<file path="config.mk">
export PLATFORM = sky130hd
export DESIGN_NAME = idex_stage
export DESIGN_NICKNAME = d
export VERILOG_FILES = /design/src/rtl/riscv_pkg.sv /design/src/rtl/idex_stage_hazard_detect.sv /design/src/rtl/idex_stage.sv
export SDC_FILE = /design/constraint.sdc
export NUM_CORES = 1
export LEC_CHECK = 0
export BUFFER_PORTS_ARGS = -buffer_cell sky130_fd_sc_hd__buf_2
export CAP_MARGIN = 25
export CORE_AREA = 2 2 152 154
export CTS_CLUSTER_SIZE = 28
export DETAILED_ROUTE_END_ITERATION = 8
export DIE_AREA = 0 0 154 156
export PLACE_DENSITY = 0.68
export SLEW_MARGIN = 20
export SYNTH_ARGS = -nofsm -noshare
export SYNTH_HDL_FRONTEND = slang
export SYNTH_SLANG_ARGS = --single-unit
</file>
<file path="constraint.sdc">
create_clock -name clk -period 3.8 [get_ports clk]
set_input_delay 0.57 -clock clk [delete_from_list [all_inputs] [get_ports clk]]
set_output_delay 0.57 -clock clk [all_outputs]
set_load 0.03 [all_outputs]
</file>
<file path="src/rtl/riscv_pkg.sv">
// Shared types for the RV32I core: decoder control bundle, result-source codes and datapath widths.
package riscv_pkg;

    localparam int XLEN = 32;
    localparam int REGW = 5;

    localparam logic [1:0] RES_ALU = 2'b00;
    localparam logic [1:0] RES_MEM = 2'b01;
    localparam logic [1:0] RES_PC4 = 2'b10;

    typedef struct packed {
        logic       RegWrite;
        logic [1:0] ResultSrc;
        logic       MemWrite;
        logic       Jump;
        logic       Branch;
        logic       ALUSrcA;
        logic [1:0] ALUSrcB;
        logic [3:0] ALUControl;
        logic [2:0] Funct3;
    } ctrl_t;

    localparam ctrl_t CTRL_NOP = '0;

endpackage

</file>
<file path="src/rtl/idex_stage_hazard_detect.sv">
// Load-use and redirect hazard unit; purely combinational, feeds stalls and flushes for the D/E boundary.
module hazard_detect #(
    parameter int REGW = riscv_pkg::REGW
) (
    input  logic [REGW-1:0] Rs1D,
    input  logic [REGW-1:0] Rs2D,
    input  logic [REGW-1:0] RdE,
    input  logic [1:0]      ResultSrcE,
    input  logic            PCSrcE,
    output logic            StallF,
    output logic            StallD,
    output logic            FlushD,
    output logic            FlushE
);
    import riscv_pkg::*;

    logic load_use_s;

    // A load in E whose destination (never x0) is read by the instruction in D
    always_comb begin
        load_use_s = 1'b0;
        if ((ResultSrcE == RES_MEM) && (RdE != {REGW{1'b0}}) &&
            ((Rs1D == RdE) || (Rs2D == RdE))) begin
            load_use_s = 1'b1;
        end else begin
            load_use_s = 1'b0;
        end
    end

    // A redirect makes the D instruction wrong-path, so it overrides any stall
    assign StallF = load_use_s & ~PCSrcE;
    assign StallD = load_use_s & ~PCSrcE;
    assign FlushD = PCSrcE;
    assign FlushE = load_use_s | PCSrcE;

endmodule

</file>
<file path="src/rtl/idex_stage.sv">
// Decode-to-execute pipeline register with hazard control for the 5-stage RV32I core.
// Optional perf counters (StallCnt/FlushCnt) are built only when IDEX_PERF_CNT_EN is defined.
module idex_stage #(
    parameter int XLEN = riscv_pkg::XLEN,
    parameter int REGW = riscv_pkg::REGW,
    parameter int CNTW = 32
) (
    input  logic            clk,
    input  logic            reset_n,
    input  logic            RegWriteD,
    input  logic [1:0]      ResultSrcD,
    input  logic            MemWriteD,
    input  logic            JumpD,
    input  logic            BranchD,
    input  logic            ALUSrcAD,
    input  logic [1:0]      ALUSrcBD,
    input  logic [3:0]      ALUControlD,
    input  logic [2:0]      Funct3D,
    input  logic [XLEN-1:0] RD1D,
    input  logic [XLEN-1:0] RD2D,
    input  logic [XLEN-1:0] PCD,
    input  logic [XLEN-1:0] PCPlus4D,
    input  logic [XLEN-1:0] ImmExtD,
    input  logic [REGW-1:0] Rs1D,
    input  logic [REGW-1:0] Rs2D,
    input  logic [REGW-1:0] RdD,
    input  logic            PCSrcE,
    output logic            RegWriteE,
    output logic [1:0]      ResultSrcE,
    output logic            MemWriteE,
    output logic            JumpE,
    output logic            BranchE,
    output logic            ALUSrcAE,
    output logic [1:0]      ALUSrcBE,
    output logic [3:0]      ALUControlE,
    output logic [2:0]      Funct3E,
    output logic [XLEN-1:0] RD1E,
    output logic [XLEN-1:0] RD2E,
    output logic [XLEN-1:0] PCE,
    output logic [XLEN-1:0] PCPlus4E,
    output logic [XLEN-1:0] ImmExtE,
    output logic [REGW-1:0] Rs1E,
    output logic [REGW-1:0] Rs2E,
    output logic [REGW-1:0] RdE,
    output logic            ValidE,
    output logic            StallF,
    output logic            StallD,
    output logic            FlushD
`ifdef IDEX_PERF_CNT_EN
    ,
    output logic [CNTW-1:0] StallCnt,
    output logic [CNTW-1:0] FlushCnt
`endif
);
    import riscv_pkg::*;

    ctrl_t           ctrl_d_s;
    logic            valid_d_s;
    logic            flush_e_s;

    ctrl_t           ctrl_r;
    logic [XLEN-1:0] rd1_r;
    logic [XLEN-1:0] rd2_r;
    logic [XLEN-1:0] pc_r;
    logic [XLEN-1:0] pc_plus4_r;
    logic [XLEN-1:0] imm_ext_r;
    logic [REGW-1:0] rs1_r;
    logic [REGW-1:0] rs2_r;
    logic [REGW-1:0] rd_r;
    logic            valid_r;

    assign ctrl_d_s = {RegWriteD, ResultSrcD, MemWriteD, JumpD, BranchD,
                       ALUSrcAD, ALUSrcBD, ALUControlD, Funct3D};
    // A decode slot with no control bits set is a nop (that is what FlushD leaves in IF/ID)
    assign valid_d_s = (ctrl_d_s != CTRL_NOP);

    hazard_detect #(
        .REGW (REGW)
    ) u_hazard_detect (
        .Rs1D       (Rs1D),
        .Rs2D       (Rs2D),
        .RdE        (rd_r),
        .ResultSrcE (ctrl_r.ResultSrc),
        .PCSrcE     (PCSrcE),
        .StallF     (StallF),
        .StallD     (StallD),
        .FlushD     (FlushD),
        .FlushE     (flush_e_s)
    );

    // D/E register: capture decode values, or load a fully cleared bubble on FlushE
    always_ff @(posedge clk or negedge reset_n) begin
        if (!reset_n) begin
            ctrl_r     <= CTRL_NOP;
            rd1_r      <= {XLEN{1'b0}};
            rd2_r      <= {XLEN{1'b0}};
            pc_r       <= {XLEN{1'b0}};
            pc_plus4_r <= {XLEN{1'b0}};
            imm_ext_r  <= {XLEN{1'b0}};
            rs1_r      <= {REGW{1'b0}};
            rs2_r      <= {REGW{1'b0}};
            rd_r       <= {REGW{1'b0}};
            valid_r    <= 1'b0;
        end else if (flush_e_s) begin
            ctrl_r     <= CTRL_NOP;
            rd1_r      <= {XLEN{1'b0}};
            rd2_r      <= {XLEN{1'b0}};
            pc_r       <= {XLEN{1'b0}};
            pc_plus4_r <= {XLEN{1'b0}};
            imm_ext_r  <= {XLEN{1'b0}};
            rs1_r      <= {REGW{1'b0}};
            rs2_r      <= {REGW{1'b0}};
            rd_r       <= {REGW{1'b0}};
            valid_r    <= 1'b0;
        end else begin
            ctrl_r     <= ctrl_d_s;
            rd1_r      <= RD1D;
            rd2_r      <= RD2D;
            pc_r       <= PCD;
            pc_plus4_r <= PCPlus4D;
            imm_ext_r  <= ImmExtD;
            rs1_r      <= Rs1D;
            rs2_r      <= Rs2D;
            rd_r       <= RdD;
            valid_r    <= valid_d_s;
        end
    end

    assign RegWriteE   = ctrl_r.RegWrite;
    assign ResultSrcE  = ctrl_r.ResultSrc;
    assign MemWriteE   = ctrl_r.MemWrite;
    assign JumpE       = ctrl_r.Jump;
    assign BranchE     = ctrl_r.Branch;
    assign ALUSrcAE    = ctrl_r.ALUSrcA;
    assign ALUSrcBE    = ctrl_r.ALUSrcB;
    assign ALUControlE = ctrl_r.ALUControl;
    assign Funct3E     = ctrl_r.Funct3;
    assign RD1E        = rd1_r;
    assign RD2E        = rd2_r;
    assign PCE         = pc_r;
    assign PCPlus4E    = pc_plus4_r;
    assign ImmExtE     = imm_ext_r;
    assign Rs1E        = rs1_r;
    assign Rs2E        = rs2_r;
    assign RdE         = rd_r;
    assign ValidE      = valid_r;

`ifdef IDEX_PERF_CNT_EN
    logic [CNTW-1:0] stall_cnt_r;
    logic [CNTW-1:0] flush_cnt_r;

    // Free-running event counters, wrapping modulo 2^CNTW
    always_ff @(posedge clk or negedge reset_n) begin
        if (!reset_n) begin
            stall_cnt_r <= {CNTW{1'b0}};
            flush_cnt_r <= {CNTW{1'b0}};
        end else begin
            if (StallD) begin
                stall_cnt_r <= stall_cnt_r + CNTW'(1);
            end else begin
                stall_cnt_r <= stall_cnt_r;
            end
            if (PCSrcE) begin
                flush_cnt_r <= flush_cnt_r + CNTW'(1);
            end else begin
                flush_cnt_r <= flush_cnt_r;
            end
        end
    end

    assign StallCnt = stall_cnt_r;
    assign FlushCnt = flush_cnt_r;
`endif

endmodule

</file>
==> flow_metrics.py, run 1 <==
metrics = {
    "timing": {
        "rsz0062_at_grt": "false",
        "finalSetupViolCount": 0,
        "relSlewSlack_pct": 36.5,
        "tns_ns": 0,
        "skew_ns": 0.0113,
        "fmax_mhz": 373,
        "period_share_pct": 70.6,
        "finalHoldViolations": 0,
        "worstMarginPinSlew_ns": 0.952,
        "slew_viol_final": 0,
        "finalWorstPathRequiredPeriod_ns": 2.68,
    },
    "place": {
        "dp.cells": 1284,
        "port_buffers": 388,
        "place_hpwl_um": 15600,
        "finalWeightedCongestion": 0.750,
    },
    "clocking": {
        "htreeDepth": 4,
        "clkLatencyLatePin_ns": 0.42,
        "cts_buffers": 17,
        "cts_tree": "yes",
        "cts.clk_slew.worst_paths_ns": 0.08,
        "cts_resized": 0,
        "cts_root_buffer": "clkbuf_16",
        "post-cts-setup-buffers": 0,
        "clock_sinks": 192,
        "clockBufferDepth": 2,
        "hold_buffers": 0,
    },
    "die": {
        "die_x_um": 154,
        "num_io_pins": 389,
        "die_h_um": 156,
        "start_util_pct": 36.6,
        "rows": 55,
        "dieArea_sq_mm": 0.0240,
        "core_sq_mm": 0.0224,
    },
    "global_routing": {
        "grt_use_total_pct": 18.7,
        "grt_overflow": 0,
        "grt_first_pass_wirelength_um": 34800,
        "grt_max_degree": 127,
        "antenna_found_initial": 4,
        "grt_pass1_vias": 6234,
    },
    "route": {
        "drtIter0Drc": 357,
        "routed_wirelength_um": 22800,
        "viasPerCell": 4.58,
        "route.vias.total": 6033,
        "drc": 0,
        "wire_per_inst_um": 17.3,
        "ant_nets": 0,
        "dr.pass1.iters": 4,
    },
    "synth": {
        "ys_ff_latch": 192,
        "ys_types": 18,
        "netlist_instances": 664,
        "yosys_warnings": 0,
        "synth_nets": 858,
        "netlist_area_sq_mm": 0.00820,
        "seq_area_frac_synth_pct": 58.6,
        "syn_area_per_cell_sq_um": 12.3,
    },
    "critical_path": {
        "cp_max_fo": 4,
        "cp_data_arrival_time_ns": 2.11,
        "crit_type": "register to output pin",
        "end_kind": "output pin",
        "regToRegSetupSlack_ns": 1.48,
        "start_kind": "register",
        "cp_data_required_time_ns": 3.23,
        "r2r_end": "RD1E[5]",
        "reg2reg_depth": 6,
        "r2r-start": "RdE[1]",
    },
    "run": {
        "max_cap_violations": 0,
    },
    "min_path": {
        "hp-class": "input pin to async pin",
    },
    "power": {
        "ir_drop_uv": 289,
        "p_per_area_mw_per_mm2": 442,
        "leakage_nw": 5.39,
    },
    "cells_and_area": {
        "stdcell_count": 1317,
        "layout.nets": 1212,
        "layout_common_cells": "buf_2 (386), dfrtp_1 (192), nand2b_1 (191)",
        "syn2layout_area_growth_pct": 31.9,
        "drive_gt1_share_pct": 58.6,
        "final_common_cell": "buf_2",
        "nFillCells": 2079,
    },
    "status": {
        "outcome": "finished, final reports clean",
    },
}
[how the worst max path moves through the flow]
| stage | from | endpoint | slack (ns) | cells after the start |
|---|---|---|---|---|
| 6_report | RdE[0] | StallD | 1.12 | 5 |
| 5_1_grt | RdE[0] | StallD | 1.02 | 5 |
| 4_1_cts | RdE[0] | StallD | 1.06 | 5 |
| 3_5_place_dp | Rs1D[4] | StallD | 1.39 | 6 |
| 3_3_place_gp | Rs1D[2] | StallD | 1.39 | 6 |
| 2_1_floorplan | RdE[0] | StallF | 1.32 | 6 |
[cell usage after synthesis (all sizes together)]
master  number  share of area, %
nor3b        1              0.15
dfrtp      192                59
buf         40               4.0
nand2b     191                15
nand3        2              0.12
nand2        2             0.092
and3b        1              0.11
clkbuf      25               1.1
nor2         1             0.046
nor4         4              0.31
xnor2       10               1.1
o22ai        1             0.076
a41o         1              0.12
or4          1             0.092
a21oi      192                20
[layer usage]
layer / global-route usage, % / wire length [um]
met1: 22.0 / 9130
met3: 5.86 / 1610
met5: 0 / 21
met4: 7.88 / 750
met2: 31.6 / 11300
[cells by family (layout without fill, tap and decap cells)]
family          Yosys count  count (layout)  synth area share [%]
simple gates            203             203                  15.5
compound gates          194             194                  19.7
flops                   192             192                  58.6
buf+inv                  65             432                  5.10
xor+xnor                 10              10                  1.07
other cells               0               1                     0
[flip-flops by register name (all words and copies together), names as in the netlist, 2 cells and up]
signal / cells
ALUControlE: 4
ALUSrcBE: 2
Funct3E: 3
ImmExtE: 32
PCE: 32
PCPlus4E: 32
RD1E: 32
RD2E: 32
RdE: 5
ResultSrcE: 2
Rs1E: 5
Rs2E: 5
[where the power goes]
group / internal, mW / leakage, nW / switching, mW
registers: 2.15 / 2.48 / 0.0329
logic: 0.271 / 2.64 / 0.580
clock network: 0.874 / 0.276 / 0.872
total: 3.29 / 5.39 / 1.49
[through the flow]
step | setup slack, ns | power (mW) | instance area, sq um | hold slack, ns | utilization, %
2_1_floorplan | 1.32 | 2.77 | 8200 | 0.274 | -
3_3_place_gp | 1.39 | 3.08 | 10200 | 0.715 | 45.8
3_5_place_dp | 1.39 | 3.09 | 10200 | 0.728 | 45.8
4_1_cts | 1.06 | 4.85 | 10800 | 0.254 | 48.3
5_1_grt | 1.02 | 4.99 | 10800 | 0.286 | 48.3
6_report | 1.12 | 4.78 | 10800 | 0.236 | 48.3
[area by class of cell]
| class | count | area, sq um | share of cell area, % |
|---|---|---|---|
| clock buffer | 17 | 425 | 3.94 |
| multi-input combinational | 407 | 2990 | 27.7 |
| clock inverter | 15 | 144 | 1.33 |
| timing repair buffer | 400 | 2080 | 19.3 |
| antenna | 1 | 2.50 | 0.0232 |
| sequential | 192 | 4800 | 44.5 |
| tap | 285 | 357 | 3.30 |
[worst max-delay path, stage by stage (launching register included)]
cell	delay [ns]
dfrtp_1	0.42
or4_1	0.55
nor2_1	0.19
nor3b_4	0.08
and3b_1	0.25
buf_2	0.21
No activity file was read; power rests on OpenSTA's default activity.
==> run 2, diff against run 1 <==
--- a/config.mk
+++ b/config.mk
@@ -5,13 +5,14 @@
 export SDC_FILE = /design/constraint.sdc
 export NUM_CORES = 1
 export LEC_CHECK = 0
+export ABC_AREA = 1
 export BUFFER_PORTS_ARGS = -buffer_cell sky130_fd_sc_hd__buf_2
 export CAP_MARGIN = 25
-export CORE_AREA = 2 2 152 154
+export CORE_AREA = 2 2 151 153
 export CTS_CLUSTER_SIZE = 28
 export DETAILED_ROUTE_END_ITERATION = 8
-export DIE_AREA = 0 0 154 156
-export PLACE_DENSITY = 0.68
+export DIE_AREA = 0 0 153 155
+export PLACE_DENSITY = 0.63
 export SLEW_MARGIN = 20
 export SYNTH_ARGS = -nofsm -noshare
 export SYNTH_HDL_FRONTEND = slang
==> constraint.sdc (replaced) <==
create_clock -name clk -period 2.35 [get_ports clk]
set_input_delay 0.3525 -clock clk [delete_from_list [all_inputs] [get_ports clk]]
set_output_delay 0.3525 -clock clk [all_outputs]
set_load 0.03 [all_outputs]
==> flow_metrics.py, run 2 <==
metrics = {
    "clocking": {
        "htreeDepth": 4,
        "clockBufferDepth": 2,
        "cts.clk_slew.worst_paths_ns": 0.08,
        "clkLatencyLatePin_ns": 0.42,
        "post-cts-setup-buffers": 0,
        "cts_root_buffer": "clkbuf_16",
        "clock_sinks": 192,
        "cts_tree": "yes",
        "cts_buffers": 17,
    },
    "global_routing": {
        "grt_overflow": 0,
        "grt_util_met2_pct": 23.9,
        "gr-usage-met1_pct": 18.5,
        "antenna_found_initial": 3,
        "grt_use_total_pct": 14.7,
        "top_usage_layer": "met2",
        "grt_pass1_vias": 5150,
        "grt_max_degree": 80,
        "grt_first_pass_wirelength_um": 27500,
        "use_met3_pct": 5.21,
    },
    "place": {
        "finalWeightedCongestion": 0.771,
        "port_buffers": 388,
        "dp.cells": 1313,
        "place_hpwl_um": 13500,
    },
    "route": {
        "viasPerCell": 3.85,
        "routed_wirelength_um": 17700,
        "drc": 0,
        "ant_nets": 0,
        "wire_per_inst_um": 13.1,
        "route.vias.total": 5186,
        "drtIter0Drc": 255,
        "dr.pass1.iters": 4,
    },
    "critical_path": {
        "end_kind": "output pin",
        "worst-path-buf-inv": 2,
        "r2r-start": "RdE[1]",
        "slowest_stage": "dfrtp_2",
        "crit_type": "register to output pin",
        "slowest_delay_ns": 0.42,
        "path_common_cell": "nand2_1",
        "cp_data_arrival_time_ns": 1.87,
        "start_kind": "register",
        "path_cells": "inv_1, nand2_1, nand2_1, nor2_1, nand3_1, nand2_1, nand2_1, nor2_1, buf_2",
        "critical_path.top_delay_family": "simple AND/OR/NAND/NOR gates",
        "crit_start": "RdE[1]",
        "cp_max_fo": 5,
        "cp_data_required_time_ns": 2.00,
    },
    "synth": {
        "netlist_instances": 652,
        "async_reset_ff_share_pct": 100,
        "syn_area_per_cell_sq_um": 10.3,
        "yosys_most_used_dff": "dfrtp_1",
        "yosysTopAreaCell": "dfrtp_1",
        "yosys_warnings": 0,
        "netlist_area_sq_mm": 0.00672,
        "synth-edff-count": 0,
        "ys_types": 12,
        "synth.area.top_cells": "dfrtp_1 (72%), inv_1 (11%), nor2_1 (11%)",
        "synth_top_area_share_pct": 71.5,
        "ys_ff_latch": 192,
        "synth_nets": 846,
        "seq_area_frac_synth_pct": 71.5,
        "synthTopCellsByCount": "inv_1 (200), nor2_1 (200), dfrtp_1 (192), nand2_1 (25), buf_6 (20)",
    },
    "die": {
        "rows": 55,
        "start_util_pct": 30.2,
        "die_x_um": 153,
        "dieArea_sq_mm": 0.0237,
        "die_h_um": 155,
        "num_io_pins": 389,
        "core_sq_mm": 0.0222,
    },
    "timing": {
        "finalSetupViolCount": 0,
        "worstMarginPinSlew_ns": 0.476,
        "finalWorstPathRequiredPeriod_ns": 2.22,
        "fmax_mhz": 450,
        "finalHoldViolations": 0,
        "period_share_pct": 94.5,
        "skew_ns": 0.0120,
        "slew_viol_final": 0,
        "relSlewSlack_pct": 68.3,
        "tns_ns": 0,
        "rsz0062_at_grt": "false",
    },
    "cells_and_area": {
        "stdcell_count": 1348,
        "layout_common_cells": "buf_2 (387), inv_1 (200), nor2_1 (200)",
        "nFillCells": 2205,
        "layout.nets": 1242,
        "drive_gt1_share_pct": 40.7,
        "syn2layout_area_growth_pct": 41.6,
        "final_common_cell": "buf_2",
    },
    "power": {
        "p_per_area_mw_per_mm2": 778,
        "leakage_nw": 6.06,
        "ir_drop_uv": 422,
    },
    "min_path": {
        "hp-class": "input pin to register",
        "hp-start": "RD1D[4]",
    },
    "status": {
        "outcome": "finished, final reports clean",
    },
    "run": {
        "max_cap_violations": 0,
    },
}
==> run 2: cell types whose count changed after synthesis, sizes merged, moves of 3 or more <==
cell    previous run  this run
inv                0       200
nor2               1       200
a21oi            192         0
nand2b           191         0
clkbuf            25         0
nand2              2        25
buf               40        23
xnor2             10         2
nand3              2         5
==> run 2: timing repair <==
item	CTS	global route
hold endpoints to repair	48	0
resized for setup	0	1
hold buffers	1	0
setup endpoints to repair	0	2
==> run 2: metal layers <==
metal	up-vias	share of wire (%)
met4	2	2.2
met1	2351	42
met2	239	48
li1	2567	-
met5	-	0.090
met3	27	8.2
==> run 2: worst paths after layout <==
check | cells past startpoint | slack, ns | end
hold reg to reg | 5 | 0.86 | ALUSrcBE[0]
min in group asynchronous | 2 | 0.47 | RD2E[24]
max in group asynchronous | 3 | 1.21 | PCE[22]
hold / removal | 3 | 0.13 | RD1E[4]
setup reg to reg | 10 | 0.57 | PCPlus4E[4]
setup / recovery | 9 | 0.13 | StallF
==> run 2: tightest hold or removal path, cell delays in order <==
cell    delay (ns)
buf_2         0.09
inv_1         0.04
nor2_1        0.03
==> run 2: area by class of cell <==
type	count	area, sq um	area share (%)
Sequential cell	192	4810	50.5
Inverter	200	751	7.89
Multi-Input combinational cell	237	925	9.72
Clock buffer	18	429	4.51
Tap cell	285	357	3.75
Clock inverter	14	148	1.55
Antenna cell	2	5.00	0.0526
Timing Repair Buffer	400	2090	22.0
==> run 2: metrics by stage <==
step	hold WS [ns]	total power, mW	worst slack [ns]	cell area (sq um)	util (%)
2_1_floorplan	0.0569	4.20	0.296	6720	-
3_3_place_gp	0.364	4.67	0.556	8920	40.1
3_5_place_dp	0.362	4.68	0.570	8920	40.1
4_1_cts	0.100	7.52	0.0799	9510	42.8
5_1_grt	0.0960	7.74	0.000934	9510	42.8
6_report	0.127	7.40	0.130	9510	42.8
==> run 2: cells by family after synthesis <==
group / Yosys count / synth area share [%]
buffers and inverters: 223 / 14.8
AND/OR/NAND/NOR: 235 / 13.4
XOR/XNOR: 2 / 0.261
flip-flops: 192 / 71.5
==> run 2: where the power goes <==
| part | total, mW | switching, mW | internal, mW |
|---|---|---|---|
| clock | 2.81 | 1.39 | 1.42 |
| sequential | 3.52 | 0.0485 | 3.48 |
| combinational | 1.07 | 0.738 | 0.334 |
